<file path="config.mk">
export PLATFORM = sky130hd
export DESIGN_NAME = deserializer_flat
export DESIGN_NICKNAME = d
export VERILOG_FILES = /design/src/rtl/deserializer_if.sv /design/src/rtl/deserializer.sv /design/src/flat_wrapper.sv
export SDC_FILE = /design/constraint.sdc
export NUM_CORES = 1
export LEC_CHECK = 0
export CORE_MARGIN = 3
export CORE_UTILIZATION = 37
export DETAILED_ROUTE_END_ITERATION = 8
export PLACE_DENSITY = 0.61
export SETUP_SLACK_MARGIN = 0.15
export SLEW_MARGIN = 20
export SYNTH_ARGS = -nofsm -noshare
export SYNTH_HDL_FRONTEND = slang
export SYNTH_SLANG_ARGS = --single-unit
export TNS_END_PERCENT = 20
</file>
<file path="constraint.sdc">
create_clock -name clk -period 2.3 [get_ports clk]
set_input_delay 0.46 -clock clk [delete_from_list [all_inputs] [get_ports clk]]
set_output_delay 0.46 -clock clk [all_outputs]
set_load 0.1 [all_outputs]
</file>
<file path="src/rtl/deserializer_if.sv">
// Handshake/bus bundle between a serial source and the deserializer.
// master drives the frame strobe and bit stream; slave returns the rebuilt word and status.
interface deserializer_if #(
  parameter int unsigned SIZE = 8
);
  logic            start;
  logic            serial_in;
  logic [SIZE-1:0] data_out;
  logic            valid;
  logic            busy;
  logic            frame_err;

  modport master (
    output start, serial_in,
    input  data_out, valid, busy, frame_err
  );

  modport slave (
    input  start, serial_in,
    output data_out, valid, busy, frame_err
  );
endinterface

</file>
<file path="src/rtl/deserializer.sv">
// Serial-to-parallel receiver: rebuilds an LSB-first word aligned to a start strobe,
// pulses valid on completion and frame_err when a frame is cut short by a new start.
module deserializer #(
  parameter int unsigned SIZE = 8
) (
  input logic           clk,
  input logic           rst_n,
  deserializer_if.slave bus
);

  localparam int unsigned CW = $clog2(SIZE);

  typedef enum logic {
    IDLE,
    RECV
  } state_t;

  state_t          state;
  logic [CW-1:0]   cnt;
  logic [SIZE-1:0] shreg;

  always_ff @(posedge clk or negedge rst_n) begin
    if (!rst_n) begin
      state         <= IDLE;
      cnt           <= '0;
      shreg         <= '0;
      bus.data_out  <= '0;
      bus.valid     <= 1'b0;
      bus.busy      <= 1'b0;
      bus.frame_err <= 1'b0;
    end else begin
      bus.valid     <= 1'b0;
      bus.frame_err <= 1'b0;
      case (state)
        IDLE: begin
          if (bus.start) begin
            state    <= RECV;
            cnt      <= '0;
            bus.busy <= 1'b1;
          end
        end
        RECV: begin
          // Completion wins over start so a back-to-back frame is not flagged as an abort.
          if (cnt == CW'(SIZE - 1)) begin
            bus.data_out <= {bus.serial_in, shreg[SIZE-1:1]};
            shreg        <= {bus.serial_in, shreg[SIZE-1:1]};
            bus.valid    <= 1'b1;
            cnt          <= '0;
            if (!bus.start) begin
              state    <= IDLE;
              bus.busy <= 1'b0;
            end
          end else if (bus.start) begin
            bus.frame_err <= 1'b1;
            cnt           <= '0;
          end else begin
            shreg <= {bus.serial_in, shreg[SIZE-1:1]};
            cnt   <= cnt + CW'(1);
          end
        end
        default: begin
          state    <= IDLE;
          bus.busy <= 1'b0;
        end
      endcase
    end
  end

endmodule

</file>
<file path="src/flat_wrapper.sv">
// flat-port wrapper written by rule: the top's interface ports become plain ports
module deserializer_flat 
#(
  parameter int unsigned SIZE = 8
)
  (clk, rst_n, bus_start, bus_serial_in, bus_data_out, bus_valid, bus_busy, bus_frame_err);
  deserializer_if #(.SIZE(SIZE)) bus_i ();
  input logic clk;
  input logic rst_n;
  input wire logic [$bits(bus_i.start)-1:0] bus_start;
  input wire logic [$bits(bus_i.serial_in)-1:0] bus_serial_in;
  output wire logic [$bits(bus_i.data_out)-1:0] bus_data_out;
  output wire logic [$bits(bus_i.valid)-1:0] bus_valid;
  output wire logic [$bits(bus_i.busy)-1:0] bus_busy;
  output wire logic [$bits(bus_i.frame_err)-1:0] bus_frame_err;
  assign bus_i.start = bus_start;
  assign bus_i.serial_in = bus_serial_in;
  assign bus_data_out = bus_i.data_out;
  assign bus_valid = bus_i.valid;
  assign bus_busy = bus_i.busy;
  assign bus_frame_err = bus_i.frame_err;
  deserializer #(.SIZE(SIZE)) u_core (.clk(clk), .rst_n(rst_n), .bus(bus_i));
endmodule
</file>
==> results of run 1 <==
-- flip-flops by register name (all words and copies together) (netlist names) --
register and flops:
u_core.bus.valid 1, u_core.shreg 7, u_core.bus.data_out 8, u_core.bus.frame_err 1, u_core.bus.busy 1, u_core.state 1, u_core.cnt 3
-- final cells by class --
| class | count | area, um2 | area share [%] |
|---|---|---|---|
| sequential | 22 | 551 | 52.1 |
| multi-input combinational | 32 | 314 | 29.7 |
| timing repair buffer | 15 | 120 | 11.4 |
| tap | 28 | 35.0 | 3.31 |
| clock buffer | 3 | 22.5 | 2.13 |
| inverter | 4 | 15.0 | 1.42 |
-- synthesized netlist by cell type (all sizes together) --
| library cell | number |
|---|---|
| a21o | 2 |
| a21oi | 1 |
| a22oi | 2 |
| and3 | 1 |
| buf | 1 |
| dfrtp | 22 |
| ha | 3 |
| inv | 4 |
| mux2 | 15 |
| mux2i | 1 |
| nand2 | 1 |
| nor2 | 4 |
| nor2b | 1 |
| o21ai | 1 |
-- through the flow --
| step | cell area [um2] | util (%) |
|---|---|---|
| final | 1060 | 46.9 |
| after CTS | 1060 | 46.9 |
| after global placement | 1030 | 45.9 |
| after floorplan | 891 | - |
| after global routing | 1060 | 46.9 |
| after detailed placement | 1030 | 45.9 |
-- worst register-to-register path: cells and delay by family, from the launching register on --
kind,cells,cell delay (ns)
fa+ha+maj,2,0.44
flops,1,0.42
compound gates,1,0.36
mux,1,0.34
buf+inv,1,0.09
-- where the power goes --
| group | internal [W] | leakage, nW | switching, W |
|---|---|---|---|
| Clock | 0.0000609 | 0.0138 | 0.000107 |
| Combinational | 0.000120 | 0.262 | 0.000263 |
| Sequential | 0.000456 | 0.278 | 0.0000434 |
| Total | 0.000637 | 0.553 | 0.000414 |
-- metal layers --
| metal | share of wire [%] | up-vias |
|---|---|---|
| met3 | 4.6 | 2 |
| met1 | 50 | 237 |
| li1 | - | 241 |
| met4 | 1.5 | 0 |
| met5 | 0 | - |
| met2 | 43 | 12 |
-- cells by family after synthesis --
| family | after synthesis |
|---|---|
| muxes | 16 |
| and+or+nand+nor | 7 |
| adders and majority gates | 3 |
| AOI/OAI and AO/OA | 6 |
| DFF | 22 |
| buffers and inverters | 5 |
-- worst max-delay path by stage --
stage / start / to / slack (ns) / cells past startpoint
floorplan: u_core.cnt[0] / u_core.shreg[1] / 0.77 / 6
global placement: bus_start / u_core.shreg[6] / 0.40 / 3
detailed placement: bus_start / u_core.shreg[7] / 0.37 / 3
CTS: u_core.cnt[0] / u_core.shreg[6] / 0.54 / 5
global route: u_core.cnt[0] / u_core.shreg[5] / 0.46 / 5
finish: u_core.cnt[0] / u_core.shreg[2] / 0.56 / 5
==> flow_summary.json, run 1 <==
{
  "rsz0062_at_grt": "false",
  "cts_max_level": 1,
  "cp_data_required_time_ns": 2.49,
  "hold_viol": 0,
  "ios": 15,
  "layout_commonest_cell": "dfrtp_1",
  "synth.top_cell.area_share_pct": 61.8,
  "place_congestion": 0.677,
  "crit_type": "register to register",
  "grt_pass1_wl_um": 2040,
  "path_clk_slew_ns": 0.11,
  "vias": 492,
  "antenna_found_initial": 0,
  "reg2reg_depth": 5,
  "maxSlewViolCount": 0,
  "final_cell_mix": "dfrtp_1, buf_4, mux2_2",
  "synthTopCellsByArea": "dfrtp_1, mux2_4, mux2_2",
  "ys_warn_count": 0,
  "std_cell_rows": 17,
  "first_pass_iters": 2,
  "cts-root-buf": "clkbuf_4",
  "hold_ws_ns": 0.494,
  "nFillCells": 224,
  "area_growth_pct": 18.7,
  "path_cells": "ha_1 > ha_1 > inv_1 > a21o_1 > mux2_4",
  "r2r_slack_ns": 0.56,
  "fin_skew_ns": 0.00404,
  "power.density_mw_per_mm2": 993,
  "fin_cells": 104,
  "cp_num_buf_inv": 1,
  "met1_usage_pct": 13.2,
  "routed_wl_um": 1310,
  "cts_made_buffers": 3,
  "yosysTopAreaCell": "dfrtp_1",
  "cts_tree": "done",
  "drt_iter0_markers": 2,
  "dp_hpwl_um": 920,
  "syn_nets": 66,
  "drv_cap": 0,
  "cts_resized": 0,
  "regToRegStartpoint": "u_core.cnt[0]",
  "clkLatencyLatePin_ns": 0.30,
  "start_kind": "register",
  "yosysSeqAreaShare_pct": 61.8,
  "diodes": 0,
  "coreArea_mm2": 0.00225,
  "synth_fa_ha_area_share_pct": 4.21,
  "fin_nets": 85,
  "synth_top_family_by_area": "multiplexers",
  "cts-hold-fix-buffers": 0,
  "cpMostUsedCell": "ha_1",
  "slowest_stage": "dfrtp_1",
  "muxShareOfSynthArea_pct": 23.0,
  "place_inst": 101,
  "numPortBuffers": 14,
  "path_delay_family": "adder cells",
  "p_total_w": 0.00105,
  "avgSynthCellArea_um2": 15.1,
  "rr_endpoint": "u_core.shreg[2]",
  "crit_arrival_ns": 1.93,
  "end_kind": "register",
  "wire_per_inst_um": 12.5,
  "run_status": "complete, no violations",
  "drive_above_1_share_pct": 40.8,
  "synth_compound_area_share_pct": 4.49,
  "crit_fanout": 7,
  "cts_setup_buffers": 0,
  "netlist_area_um2": 891,
  "hold_class": "input port to asynchronous set/reset pin",
  "ys_types": 16,
  "clock_path_buffers": 2,
  "synth_xor_area_share_pct": 0,
  "finalSetupViolCount": 0,
  "grt_usage_pct": 9.91,
  "fin_ws_ns": 0.557,
  "dp_slack_ns": 0.370,
  "clkSinkCount": 22,
  "worst_pin_slew_ns": 0.395,
  "relSlewSlack_pct": 73.6,
  "overflow": 0,
  "fp.dieW_um": 55.1,
  "syn_inst": 59,
  "synthSimpleGateAreaFrac_pct": 3.51,
  "die_h_um": 55.1,
  "ir_drop_v": 0.000520,
  "leakage_nw": 0.553,
  "grt_max_degree": 23,
  "grt_busiest_layer": "met2",
  "fmax_mhz": 574,
  "final.min_clock_period_ns": 1.74,
  "drc_errors": 0,
  "die_area_mm2": 0.00303,
  "start_util_pct": 39.5,
  "ys_seq_elements": 22,
  "ant_nets": 0,
  "fin_crit_sh_pct": 75.8,
  "cpPeakStageDelay_ns": 0.42,
  "use_met3_pct": 3.22,
  "met2_usage_pct": 13.8,
  "grt_pass1_vias": 436,
  "fin_setup_tns_ns": 0,
  "vias_per_cell": 4.73
}
Power figures use the tool's default switching activity.
==> run 2, diff against run 1 <==
Settings changed: PLACE_DENSITY 0.61 to 0.63.
Clock period 2.3 ns to 1.55 ns, I/O delays scaled along.
==> run 2 against run 1 <==
  * Critical path depth rose by 1
  * Count of clock-buffer cells in the layout did not move
  * Hold slack got worse by 0.15 ns
  * Sequential power rose by 54%
==> flow_summary.json, run 2 (same netlist as run 1, synthesis figures left out) <==
{
  "final_cell_mix": "dfrtp_1, buf_12, mux2_2",
  "top_regs": "u_core.bus.data_out (8), u_core.shreg (7), u_core.cnt (3)",
  "crit_fanout": 7,
  "numPortBuffers": 14,
  "layout_commonest_cell": "dfrtp_1",
  "fin_crit_sh_pct": 99.5,
  "cpPeakStageDelay_ns": 0.41,
  "regMostFlops": "u_core.bus.data_out",
  "overflow": 0,
  "grt_pass1_wl_um": 2210,
  "cts_max_level": 1,
  "largest_reg_flops": 8,
  "slowest_stage": "dfrtp_1",
  "start_kind": "register",
  "leakage_nw": 0.637,
  "place_congestion": 0.670,
  "cts-root-buf": "clkbuf_4",
  "ant_nets": 0,
  "grt_usage_pct": 10.7,
  "drt_iter0_markers": 4,
  "path_cells": "ha_2 > ha_4 > inv_2 > a21o_1 > buf_12 > mux2_4",
  "rsz0062_at_grt": "true",
  "end_kind": "register",
  "crit_cells": 6,
  "antenna_found_initial": 0,
  "cts_tree": "done",
  "crit_start": "u_core.cnt[1]",
  "fin_skew_ns": 0.0102,
  "path_clk_slew_ns": 0.11,
  "ir_drop_v": 0.00105,
  "drive_above_1_share_pct": 51.8,
  "area_growth_pct": 45.6,
  "fmax_mhz": 649,
  "drv_cap": 0,
  "final.min_clock_period_ns": 1.54,
  "clkSinkCount": 22,
  "reg2reg_depth": 6,
  "fp.dieW_um": 55.1,
  "grt_pass1_vias": 482,
  "crit_type": "register to register",
  "vias_per_cell": 4.75,
  "worst_pin_slew_ns": 0.270,
  "power.density_mw_per_mm2": 1320,
  "fin_nets": 92,
  "cts_made_buffers": 3,
  "placed_cell_area_mm2": 0.00122,
  "finalSetupViolCount": 0,
  "vias": 527,
  "clkLatencyLatePin_ns": 0.29,
  "hold_viol": 0,
  "postLayoutCellArea_mm2": 0.00130,
  "path_delay_family": "flip-flops",
  "relSlewSlack_pct": 82.0,
  "crit_arrival_ns": 1.72,
  "wire_per_inst_um": 12.4,
  "fin_ws_ns": 0.00806,
  "dp_slack_ns": 0.00724,
  "clock_path_buffers": 2,
  "coreArea_mm2": 0.00225,
  "routed_wl_um": 1380,
  "cp_num_buf_inv": 2,
  "grt_max_degree": 23,
  "dp_hpwl_um": 1010,
  "start_util_pct": 39.5,
  "regToRegStartpoint": "u_core.cnt[1]",
  "ios": 15,
  "drc_errors": 0,
  "fin_setup_tns_ns": 0,
  "die_area_mm2": 0.00303,
  "std_cell_rows": 17,
  "first_pass_iters": 2,
  "run_status": "complete, no violations",
  "diodes": 0,
  "fin_util_pct": 57.5,
  "die_h_um": 55.1,
  "hold_class": "input port to asynchronous set/reset pin",
  "maxSlewViolCount": 0,
  "cp_data_required_time_ns": 1.73
}
[run 2: cell types whose count changed in the layout (fill, tap and decap cells not counted)]
cell,previous run,this run
ha_2,0,2
inv_1,3,2
ha_1,3,0
buf_4,12,6
inv_2,1,2
buf_12,0,13
nor2b_1,1,0
nor2b_4,0,1
ha_4,0,1
[run 2: through the flow]
stage          instances  power, W  hold WS (ns)
2_1_floorplan         59   0.00120        0.0144
3_3_place_gp         104   0.00147         0.503
3_5_place_dp         104   0.00148         0.522
4_1_cts              110   0.00174         0.346
5_1_grt              111   0.00181         0.348
6_report             111   0.00171         0.348
[run 2: metal layers]
metal / GRT usage, % / up-vias / routed length (um)
met5: 0 / - / 0
met1: 14.3 / 262 / 602
met3: 5.90 / 0 / 82
met4: 1.21 / 0 / 0
met2: 15.7 / 14 / 695
li1: - / 251 / -
[run 2: final timing paths]
path / to / slack (ns)
max reg2reg: u_core.shreg[1] / 0.008
min: u_core.shreg[5] / 0.35
min in group clk: u_core.shreg[1] / 0.54
min reg2reg: u_core.shreg[1] / 0.54
max in group asynchronous: u_core.bus.data_out[2] / 0.98
max: u_core.shreg[1] / 0.008
[run 2: power breakdown]
group / switching (W) / total, W / internal (W)
logic: 0.000398 / 0.000706 / 0.000307
registers: 0.0000944 / 0.000772 / 0.000677
clock network: 0.000147 / 0.000237 / 0.0000904
total: 0.000639 / 0.00171 / 0.00108
[run 2: area by class of cell]
type / count / area (um2)
Fill cell: 194 / 957
Sequential cell: 22 / 551
Multi-Input combinational cell: 32 / 339
Timing Repair Buffer: 22 / 335
Tap cell: 28 / 35.0
Clock buffer: 3 / 22.5
Inverter: 4 / 15.0
[run 2: timing repair]
| item | in CTS | in global routing |
|---|---|---|
| hold buffers | 0 | 0 |
| pin swaps | 3 | 3 |
| endpoints found under the setup margin | 15 | 18 |
| hold endpoints to repair | 0 | 0 |
| setup buffers | 3 | 1 |
| gates resized for setup | 1 | 3 |
==> run 3, diff against run 2 <==
Settings changed: CTS_CLUSTER_DIAMETER set to 200.
==> results of run 3 <==
The final DEF is identical to that of run 2; final timing and power are the same.
